### src/rtl/instruction_encoder_if.sv
// rtl/instruction_encoder_if.sv - decoded-field bundle handshake between loader and encoder
interface instruction_encoder_if;
  logic        in_valid;
  logic        in_ready;
  logic [1:0]  in_type;
  logic [5:0]  in_op;
  logic [4:0]  in_rs;
  logic [4:0]  in_rt;
  logic [4:0]  in_rd;
  logic [31:0] in_shamt;
  logic [5:0]  in_funct;
  logic [31:0] in_imm;
  logic [31:0] in_tar_add;

  modport master (
    output in_valid, in_type, in_op, in_rs, in_rt, in_rd,
           in_shamt, in_funct, in_imm, in_tar_add,
    input  in_ready
  );

  modport slave (
    input  in_valid, in_type, in_op, in_rs, in_rt, in_rd,
           in_shamt, in_funct, in_imm, in_tar_add,
    output in_ready
  );
endinterface

### src/rtl/instruction_encoder.sv
// rtl/instruction_encoder.sv - packs decoded fields into 32-bit words and streams them to instruction memory
module instruction_encoder #(
  parameter int ADDR_W = 8,
  parameter int DEPTH  = 256
) (
  input  logic                clk,
  input  logic                rst_n,
  input  logic                clear,
  instruction_encoder_if.slave bus,
  output logic                mem_we,
  output logic [ADDR_W-1:0]   mem_addr,
  output logic [31:0]         mem_wdata,
  output logic                err_valid,
  output logic [2:0]          err_code,
  output logic                err_sticky,
  output logic [ADDR_W:0]     wr_count,
  output logic                full
);

  typedef enum logic [1:0] {
    TYPE_R   = 2'b00,
    TYPE_I   = 2'b01,
    TYPE_J   = 2'b10,
    TYPE_BAD = 2'b11
  } instr_type_e;

  localparam logic [2:0] ERR_NONE     = 3'd0;
  localparam logic [2:0] ERR_MISMATCH = 3'd1;
  localparam logic [2:0] ERR_IMM      = 3'd2;
  localparam logic [2:0] ERR_SHAMT    = 3'd3;
  localparam logic [2:0] ERR_TAR      = 3'd4;
  localparam logic [2:0] ERR_TYPE     = 3'd5;

  localparam logic [ADDR_W:0] DEPTH_C = (ADDR_W+1)'(DEPTH);
  localparam logic [ADDR_W:0] ONE     = {{ADDR_W{1'b0}}, 1'b1};

  logic [31:0] word;
  logic [2:0]  code;
  logic        is_j_op;
  logic        is_logic_op;
  logic        accept;

  assign full         = (wr_count == DEPTH_C);
  assign bus.in_ready = !full && !clear;
  assign accept       = bus.in_valid && bus.in_ready;

  always_comb begin
    code        = ERR_NONE;
    word        = '0;
    is_j_op     = (bus.in_op == 6'd1) || (bus.in_op == 6'd2);
    // ORI/ANDI take a zero-extended immediate, everything else sign-extended
    is_logic_op = (bus.in_op == 6'd5) || (bus.in_op == 6'd6);
    case (bus.in_type)
      TYPE_R: begin
        word = {6'b0, bus.in_rs, bus.in_rt, bus.in_rd, bus.in_shamt[4:0], bus.in_funct};
        if (bus.in_op != 6'd0)
          code = ERR_MISMATCH;
        else if (|bus.in_shamt[31:5])
          code = ERR_SHAMT;
      end
      TYPE_I: begin
        word = {bus.in_op, bus.in_rs, bus.in_rt, bus.in_imm[15:0]};
        if ((bus.in_op == 6'd0) || is_j_op)
          code = ERR_MISMATCH;
        else if (is_logic_op ? (|bus.in_imm[31:16])
                             : !((&bus.in_imm[31:15]) || !(|bus.in_imm[31:15])))
          code = ERR_IMM;
      end
      TYPE_J: begin
        word = {bus.in_op, bus.in_tar_add[25:0]};
        if (!is_j_op)
          code = ERR_MISMATCH;
        else if (|bus.in_tar_add[31:26])
          code = ERR_TAR;
      end
      default: code = ERR_TYPE;
    endcase
  end

  always_ff @(posedge clk) begin
    if (!rst_n) begin
      mem_we     <= 1'b0;
      mem_addr   <= '0;
      mem_wdata  <= '0;
      err_valid  <= 1'b0;
      err_code   <= ERR_NONE;
      err_sticky <= 1'b0;
      wr_count   <= '0;
    end else begin
      mem_we    <= 1'b0;
      err_valid <= 1'b0;
      if (clear) begin
        wr_count <= '0;
      end else if (accept) begin
        if (code == ERR_NONE) begin
          mem_we    <= 1'b1;
          mem_addr  <= wr_count[ADDR_W-1:0];
          mem_wdata <= word;
          wr_count  <= wr_count + ONE;
          err_code  <= ERR_NONE;
        end else begin
          err_valid  <= 1'b1;
          err_code   <= code;
          err_sticky <= 1'b1;
        end
      end
    end
  end

endmodule

### src/flat_wrapper.sv
// flat-port wrapper written by rule: the top's interface ports become plain ports
module instruction_encoder_flat 
#(
  parameter int ADDR_W = 8,
  parameter int DEPTH  = 256
)
  (clk, rst_n, clear, mem_we, mem_addr, mem_wdata, err_valid, err_code, err_sticky, wr_count, full, bus_in_valid, bus_in_type, bus_in_op, bus_in_rs, bus_in_rt, bus_in_rd, bus_in_shamt, bus_in_funct, bus_in_imm, bus_in_tar_add, bus_in_ready);
  instruction_encoder_if bus_i ();
  input  logic clk;
  input  logic rst_n;
  input  logic clear;
  output logic mem_we;
  output logic [ADDR_W-1:0] mem_addr;
  output logic [31:0] mem_wdata;
  output logic err_valid;
  output logic [2:0] err_code;
  output logic err_sticky;
  output logic [ADDR_W:0] wr_count;
  output logic full;
  input wire logic [$bits(bus_i.in_valid)-1:0] bus_in_valid;
  input wire logic [$bits(bus_i.in_type)-1:0] bus_in_type;
  input wire logic [$bits(bus_i.in_op)-1:0] bus_in_op;
  input wire logic [$bits(bus_i.in_rs)-1:0] bus_in_rs;
  input wire logic [$bits(bus_i.in_rt)-1:0] bus_in_rt;
  input wire logic [$bits(bus_i.in_rd)-1:0] bus_in_rd;
  input wire logic [$bits(bus_i.in_shamt)-1:0] bus_in_shamt;
  input wire logic [$bits(bus_i.in_funct)-1:0] bus_in_funct;
  input wire logic [$bits(bus_i.in_imm)-1:0] bus_in_imm;
  input wire logic [$bits(bus_i.in_tar_add)-1:0] bus_in_tar_add;
  output wire logic [$bits(bus_i.in_ready)-1:0] bus_in_ready;
  assign bus_i.in_valid = bus_in_valid;
  assign bus_i.in_type = bus_in_type;
  assign bus_i.in_op = bus_in_op;
  assign bus_i.in_rs = bus_in_rs;
  assign bus_i.in_rt = bus_in_rt;
  assign bus_i.in_rd = bus_in_rd;
  assign bus_i.in_shamt = bus_in_shamt;
  assign bus_i.in_funct = bus_in_funct;
  assign bus_i.in_imm = bus_in_imm;
  assign bus_i.in_tar_add = bus_in_tar_add;
  assign bus_in_ready = bus_i.in_ready;
  instruction_encoder #(.ADDR_W(ADDR_W), .DEPTH(DEPTH)) u_core (.clk(clk), .rst_n(rst_n), .clear(clear), .bus(bus_i), .mem_we(mem_we), .mem_addr(mem_addr), .mem_wdata(mem_wdata), .err_valid(err_valid), .err_code(err_code), .err_sticky(err_sticky), .wr_count(wr_count), .full(full));
endmodule
### config.mk
export PLATFORM = sky130hd
export DESIGN_NAME = instruction_encoder_flat
export DESIGN_NICKNAME = d
export VERILOG_FILES = /design/src/rtl/instruction_encoder_if.sv /design/src/rtl/instruction_encoder.sv /design/src/flat_wrapper.sv
export SDC_FILE = /design/constraint.sdc
export NUM_CORES = 1
export LEC_CHECK = 0
export ABC_AREA = 1
export BUFFER_PORTS_ARGS = -buffer_cell sky130_fd_sc_hd__buf_2
export CORE_MARGIN = 3
export CORE_UTILIZATION = 44
export CTS_CLUSTER_SIZE = 25
export DETAILED_ROUTE_END_ITERATION = 7
export GPL_TIMING_DRIVEN = 0
export HOLD_SLACK_MARGIN = 0.02
export PLACE_DENSITY = 0.79
export SYNTH_ARGS = -nofsm -noshare
export SYNTH_HDL_FRONTEND = slang
export SYNTH_SLANG_ARGS = --single-unit
### constraint.sdc
create_clock -name clk -period 2.1 [get_ports clk]
set_input_delay 0.21 -clock clk [delete_from_list [all_inputs] [get_ports clk]]
set_output_delay 0.21 -clock clk [all_outputs]
set_load 0.005 [all_outputs]
==> impl_metrics.toml, run 1 <==
[cts]
clock_path_buffers = 2
cts_tree = "yes"
insertion_delay_ns = 0.31
clkTransAtPathRegs_ns = 0.11
htreeDepth = 2
cts_setup_buffers = 0
cts.sinks = 55
cts_made_buffers = 5
cts_root_buf = "clkbuf_8"

[worst_hold_path]
min_to = "u_core.mem_wdata[31]"
hold_start = "bus_in_op[5]"
hold_class = "input port to register"
worstHoldPathCells = 3

[pwr]
power_frac_comb_pct = 21.2
p_clk_share_pct = 28.6
p_sw_share_pct = 29.5
design_power_total_mw = 2.18
power_switching_uw = 642
seq_power_share_pct = 50.1
vdd_drop_max_mv = 0.296
intPower_mw = 1.54
p_leak_nw = 2.25
p_per_area_mw_per_mm2 = 507

[sta]
finalSetupTns_ns = 0
finalSetupViolCount = 0
max_freq_mhz = 520
clock-skew-final_ns = 0.0106
relSlewSlack_pct = 55.2
period_minus_slack_ns = 1.92
worst_pin_slew_ns = 0.670
final.period_utilization_pct = 91.5
hold_violations = 0
slew_violations = 0
grt_setup_unrepaired = "no"

[drt]
wl_per_cell_um = 13.0
vias = 3801
wl_um = 10000
dr.pass1.iters = 4
avgViaCountPerCell = 4.93
drt_iter0_drc = 176
antenna_left = 0
drc_errors = 0

[finish]
area_growth_pct = 36.6
fill_cells = 662
multi_input_area_mm2 = 0.00171
ff_latch_area_mm2 = 0.00110
final_nets = 805
drive_above_1_share_pct = 32.3
antenna_cells = 0

[global_route]
grtUsageTotal_pct = 23.5
grt_max_degree = 20
grt_pass1_wl_um = 16200
antenna_found_initial = 0
grt_pass1_vias = 3525
grt-ovfl-total = 0

[critical_path]
cp_max_fo = 10
worst_setup_path_start_kind = "register"
r2r_start = "u_core.wr_count[1]"
cp-end-kind = "register"
crit_arrival_ns = 2.14
r2r_end = "u_core.err_code[0]"
crit_start = "u_core.wr_count[1]"
path_class = "register to register"
reg2reg_depth = 11
ff2ff_setup_slack_ns = 0.18
crit_required_ns = 2.32

[placement]
globalplace.congestion = 0.945
hpwl_um = 8110
io_buffers = 185

[yosys]
ys_types = 29
yosysSeqAreaShare_pct = 35.0
syn_inst = 482
yosys_register_bits = 55
netlist_area_mm2 = 0.00315
syn_area_per_cell_um2 = 6.53
syn-num-nets = 613
ys_warn_count = 0

[status]
status = "finished, final reports clean"

[floorplan]
initial_core_util_pct = 45.8
core_area_mm2 = 0.00687
die_x_um = 90.6
die-area_mm2 = 0.00820
fp.dieH_um = 90.6
rows = 30
ios = 186

[job]
drv_cap = 0
-- critical path: stages, from the launching register on --
cell	delay (ns)
dfxtp_2	0.36
inv_1	0.08
ha_1	0.14
nand4_1	0.12
nor4_2	0.20
nor2_1	0.09
nand2_1	0.17
inv_2	0.08
buf_6	0.15
buf_2	0.20
o211ai_1	0.18
inv_1	0.05
-- per-stage QoR --
| stage | hold slack, ns | area, um2 | cells | setup WS [ns] | utilization, % |
|---|---|---|---|---|---|
| after floorplan | 0.362 | 3150 | 482 | 0.385 | - |
| after global routing | 0.161 | 4300 | 771 | 0.0245 | 62.6 |
| after global placement | 0.437 | 4190 | 763 | 0.148 | 61.0 |
| final | 0.151 | 4300 | 771 | 0.177 | 62.6 |
| after CTS | 0.144 | 4290 | 771 | 0.0887 | 62.4 |
| after detailed placement | 0.446 | 4190 | 763 | 0.102 | 61.0 |
-- area by class of cell --
type,count,share of cell area (%)
Buffer,25,3.29
Clock buffer,5,1.60
Inverter,52,4.54
Timing Repair Buffer,185,21.5
Tap cell,96,2.80
Sequential cell,55,25.7
Multi-Input combinational cell,350,39.9
Clock inverter,3,0.641
-- worst max-delay path by stage --
stage | slack, ns | to | cells past startpoint
2_1_floorplan | 0.38 | u_core.err_code[0] | 12
3_3_place_gp | 0.15 | u_core.mem_wdata[8] | 11
3_5_place_dp | 0.10 | u_core.mem_wdata[7] | 11
4_1_cts | 0.09 | u_core.mem_wdata[7] | 11
5_1_grt | 0.02 | u_core.mem_wdata[14] | 12
6_report | 0.18 | u_core.err_code[0] | 11
-- layout by cell type (no fill, tap or decap), types with 3 or more instances in the layout --
master    netlist  routed
nand3b_1       11      11
dfxtp_1        55      53
nand2_1       107     107
o21ai_1         6       6
clkbuf_1        8       7
xor2_1          7       7
nor2_1         78      78
inv_1          49      49
a21oi_1        44      44
clkbuf_8        0       5
o21ai_0         3       3
buf_2          12     195
nand3_1        50      50
nor3_1          4       4
buf_6           3       3
a22o_1         26      26
-- repair_timing --
| item | in CTS | in global routing |
|---|---|---|
| endpoints found under the setup margin | 0 | 46 |
| gates resized for setup | 0 | 6 |
| hold buffers | 0 | 0 |
-- cell usage after synthesis (all sizes together) --
library cell | n | share of area (%)
nor3 | 4 | 0.64
o21ai | 9 | 1.4
a21oi | 44 | 7.0
nand2 | 109 | 13
nand4 | 2 | 0.40
clkbuf | 8 | 0.95
xor2 | 7 | 1.9
inv | 50 | 6.0
ha | 2 | 0.80
a31oi | 1 | 0.20
nand3 | 50 | 8.0
or2 | 1 | 0.20
o211ai | 1 | 0.24
clkinv | 2 | 0.24
nand3b | 11 | 2.6
a22o | 26 | 7.2
nor2 | 80 | 9.9
buf | 17 | 3.3
and2 | 2 | 0.40
dfxtp | 55 | 35
nor4 | 1 | 0.40
-- power groups by stage --
| stage | clock (mW) | sequential, mW | combinational [mW] |
|---|---|---|---|
| CTS | 0.633 | 1.09 | 0.460 |
| global placement | 0 | 1.11 | 0.448 |
| floorplan | 0 | 1.12 | 0.237 |
| global route | 0.670 | 1.10 | 0.517 |
| detailed placement | 0 | 1.12 | 0.459 |
| finish | 0.623 | 1.09 | 0.462 |
-- flip-flops by register name, summed over array words and instances (netlist names) --
register	cells
u_core.err_code	3
u_core.err_sticky	1
u_core.err_valid	1
u_core.mem_addr	8
u_core.mem_wdata	32
u_core.mem_we	1
u_core.wr_count	9
-- kinds of logic (layout without fill, tap and decap cells) --
kind of cell	count (synthesis)	count (layout)	synth area share [%]
and+or+nand+nor	260	260	35.6
AOI/OAI and AO/OA	81	81	16.1
buffers and inverters	77	270	10.5
DFF	55	55	35.0
xor gates and xnor gates	7	7	1.95
adders and majority gates	2	2	0.795
-- per-layer routing --
| layer | global-route usage [%] | up-vias | wire (um) |
|---|---|---|---|
| met5 | 0 | - | 0 |
| met4 | 5.10 | 0 | 101 |
| met3 | 4.83 | 8 | 704 |
| met2 | 41.6 | 149 | 4990 |
| met1 | 29.1 | 1698 | 4230 |
| li1 | - | 1946 | - |
Power figures use the tool's default switching activity.
==> run 2, diff against run 1 <==
--- a/config.mk
+++ b/config.mk
@@ -14,6 +14,7 @@
 export GPL_TIMING_DRIVEN = 0
 export HOLD_SLACK_MARGIN = 0.02
 export PLACE_DENSITY = 0.79
+export SETUP_SLACK_MARGIN = 0.5
 export SYNTH_ARGS = -nofsm -noshare
 export SYNTH_HDL_FRONTEND = slang
 export SYNTH_SLANG_ARGS = --single-unit
==> run 2 against run 1 <==
- final area increased by 7.7%
- via count increased by 1.1%
- worst hold slack better by 0.00086 ns
- combinational power increased by 14%
- flip-flop and latch count did not move
- core utilization grew 4.8 points
- routed wire length rose by 4.2%
- critical endpoint is now u_core.mem_wdata[16]
- highest routed layer unchanged
- count of clock-buffer cells in the layout is the same
==> impl_metrics.toml, run 2 (same netlist as run 1, synthesis figures left out) <==
[status]
status = "finished, final reports clean"

[critical_path]
crit_slowest_cell = "dfxtp_4"
cp_max_fo = 10
crit_start = "u_core.wr_count[0]"
crit_arrival_ns = 1.96
path_cells = "inv_2, ha_2, nand4_1, nor4_2, nor2_1, nand2_2, inv_4, buf_12, buf_6, a21oi_2, nor2_1"
max_stage_delay_ns = 0.36
worst_setup_path_start_kind = "register"
path_delay_family = "simple AND/OR/NAND/NOR gates"
r2r_start = "u_core.wr_count[0]"
path_class = "register to register"
crit_required_ns = 2.33
worst-path-buf-inv = 4
cp-end-kind = "register"
crit_top_cell = "nor2_1"

[drt]
antenna_left = 0
vias = 3844
dr.pass1.iters = 4
drt_iter0_drc = 156
avgViaCountPerCell = 4.91
drc_errors = 0
wl_per_cell_um = 13.3
wl_um = 10400

[placement]
globalplace.congestion = 0.908
io_buffers = 185
hpwl_um = 8190
dp_cells = 763

[global_route]
grt_max_degree = 20
grt-ovfl-total = 0
grtUsageTotal_pct = 24.4
grt_pass1_vias = 3759
grt_pass1_wl_um = 16800
antenna_found_initial = 0

[finish]
final_cell_mix = "buf_2, nand2_1, nor2_1"
drive_above_1_share_pct = 37.8
finalNonFillerCells = 783
largest_register = "u_core.mem_wdata"
area_growth_pct = 47.1
top_regs = "u_core.mem_wdata: 32 flops, u_core.wr_count: 9 flops, u_core.mem_addr: 8 flops"
final_nets = 817
fill_cells = 638
layout_commonest_cell = "buf_2"
antenna_cells = 0
largest_reg_flops = 32

[floorplan]
initial_core_util_pct = 45.8
die-area_mm2 = 0.00820
die_x_um = 90.6
ios = 186
rows = 30
fp.dieH_um = 90.6
core_area_mm2 = 0.00687

[cts]
cts.sinks = 55
htreeDepth = 2
clkTransAtPathRegs_ns = 0.11
cts_hold_buf = 0
cts_made_buffers = 5
cts_tree = "yes"
cts_root_buf = "clkbuf_8"
clock_path_buffers = 2
insertion_delay_ns = 0.32

[sta]
max_freq_mhz = 579
worst_pin_slew_ns = 0.641
period_minus_slack_ns = 1.73
clock-skew-final_ns = 0.0137
grt_setup_unrepaired = "yes"
hold_violations = 0
final.period_utilization_pct = 82.3
finalSetupViolCount = 0
finalSetupTns_ns = 0
slew_violations = 0
relSlewSlack_pct = 57.1

[pwr]
p_per_area_mw_per_mm2 = 484
vdd_drop_max_mv = 0.271
p_leak_nw = 2.38
design_power_total_mw = 2.24

[worst_hold_path]
hold_start = "bus_in_op[4]"
hold_class = "input port to register"

[job]
drv_cap = 0
==> run 2: cell count changes in the layout (fill, tap and decap cells not counted), moves of 4 or more <==
cell     previous run  this run
a21oi_1            44        31
a21oi_2             0        13
buf_4               1        10
buf_2             195       190
inv_1              49        44
inv_2               1         5
nand3_1            50        46
==> run 2: power breakdown <==
| part | switching, mW | leakage (nW) | internal (mW) |
|---|---|---|---|
| Sequential | 0.0180 | 0.448 | 1.07 |
| Clock | 0.375 | 0.0463 | 0.246 |
| Combinational | 0.271 | 1.89 | 0.256 |
==> run 2: per-layer routing <==
layer  vias up  part of all wire, %  GRT usage, %
met5         -                    0             0
met4         0                  1.8          6.76
met3        17                  6.4          4.50
met2       137                   52          45.4
met1      1723                   40          28.3
li1       1967                    -             -
==> run 2: final cells by class <==
class / instances / area, um2 / share of cell area, %
multi-input combinational: 350 / 1820 / 39.4
buffer: 25 / 211 / 4.57
timing repair buffer: 197 / 1070 / 23.1
tap: 96 / 120 / 2.60
clock buffer: 5 / 68.8 / 1.49
sequential: 55 / 1110 / 24.0
clock inverter: 3 / 27.5 / 0.595
inverter: 52 / 198 / 4.27
==> run 2: per-stage QoR <==
step / utilization (%) / worst slack [ns] / hold WS (ns) / area [um2]
after floorplan: - / 0.386 / 0.362 / 3190
after global placement: 61.7 / 0.155 / 0.436 / 4240
after detailed placement: 61.7 / 0.155 / 0.456 / 4240
after CTS: 64.3 / 0.392 / 0.148 / 4420
after global routing: 67.4 / 0.188 / 0.160 / 4630
final: 67.4 / 0.372 / 0.152 / 4630
==> run 2: repair_timing <==
action	CTS	global route
pin swaps	3	4
buffers inserted	3	5
resized for setup	18	30
gates cloned	1	3
setup endpoints to repair	57	57
==> run 2: worst reg2reg max path, cell delays in order, from the launching register on <==
cell and delay, ns:
dfxtp_4 0.36, inv_2 0.06, ha_2 0.16, nand4_1 0.09
nor4_2 0.18, nor2_1 0.10, nand2_2 0.13, inv_4 0.07
buf_12 0.14, buf_6 0.15, a21oi_2 0.16, nor2_1 0.06
==> run 2: final timing paths <==
| path | slack (ns) | endpoint | depth (start not counted) |
|---|---|---|---|
| max | 0.37 | u_core.mem_wdata[16] | 11 |
| min | 0.15 | u_core.mem_wdata[30] | 3 |
| max reg2reg | 0.37 | u_core.mem_wdata[16] | 11 |
| min reg2reg | 0.47 | u_core.err_sticky | 2 |
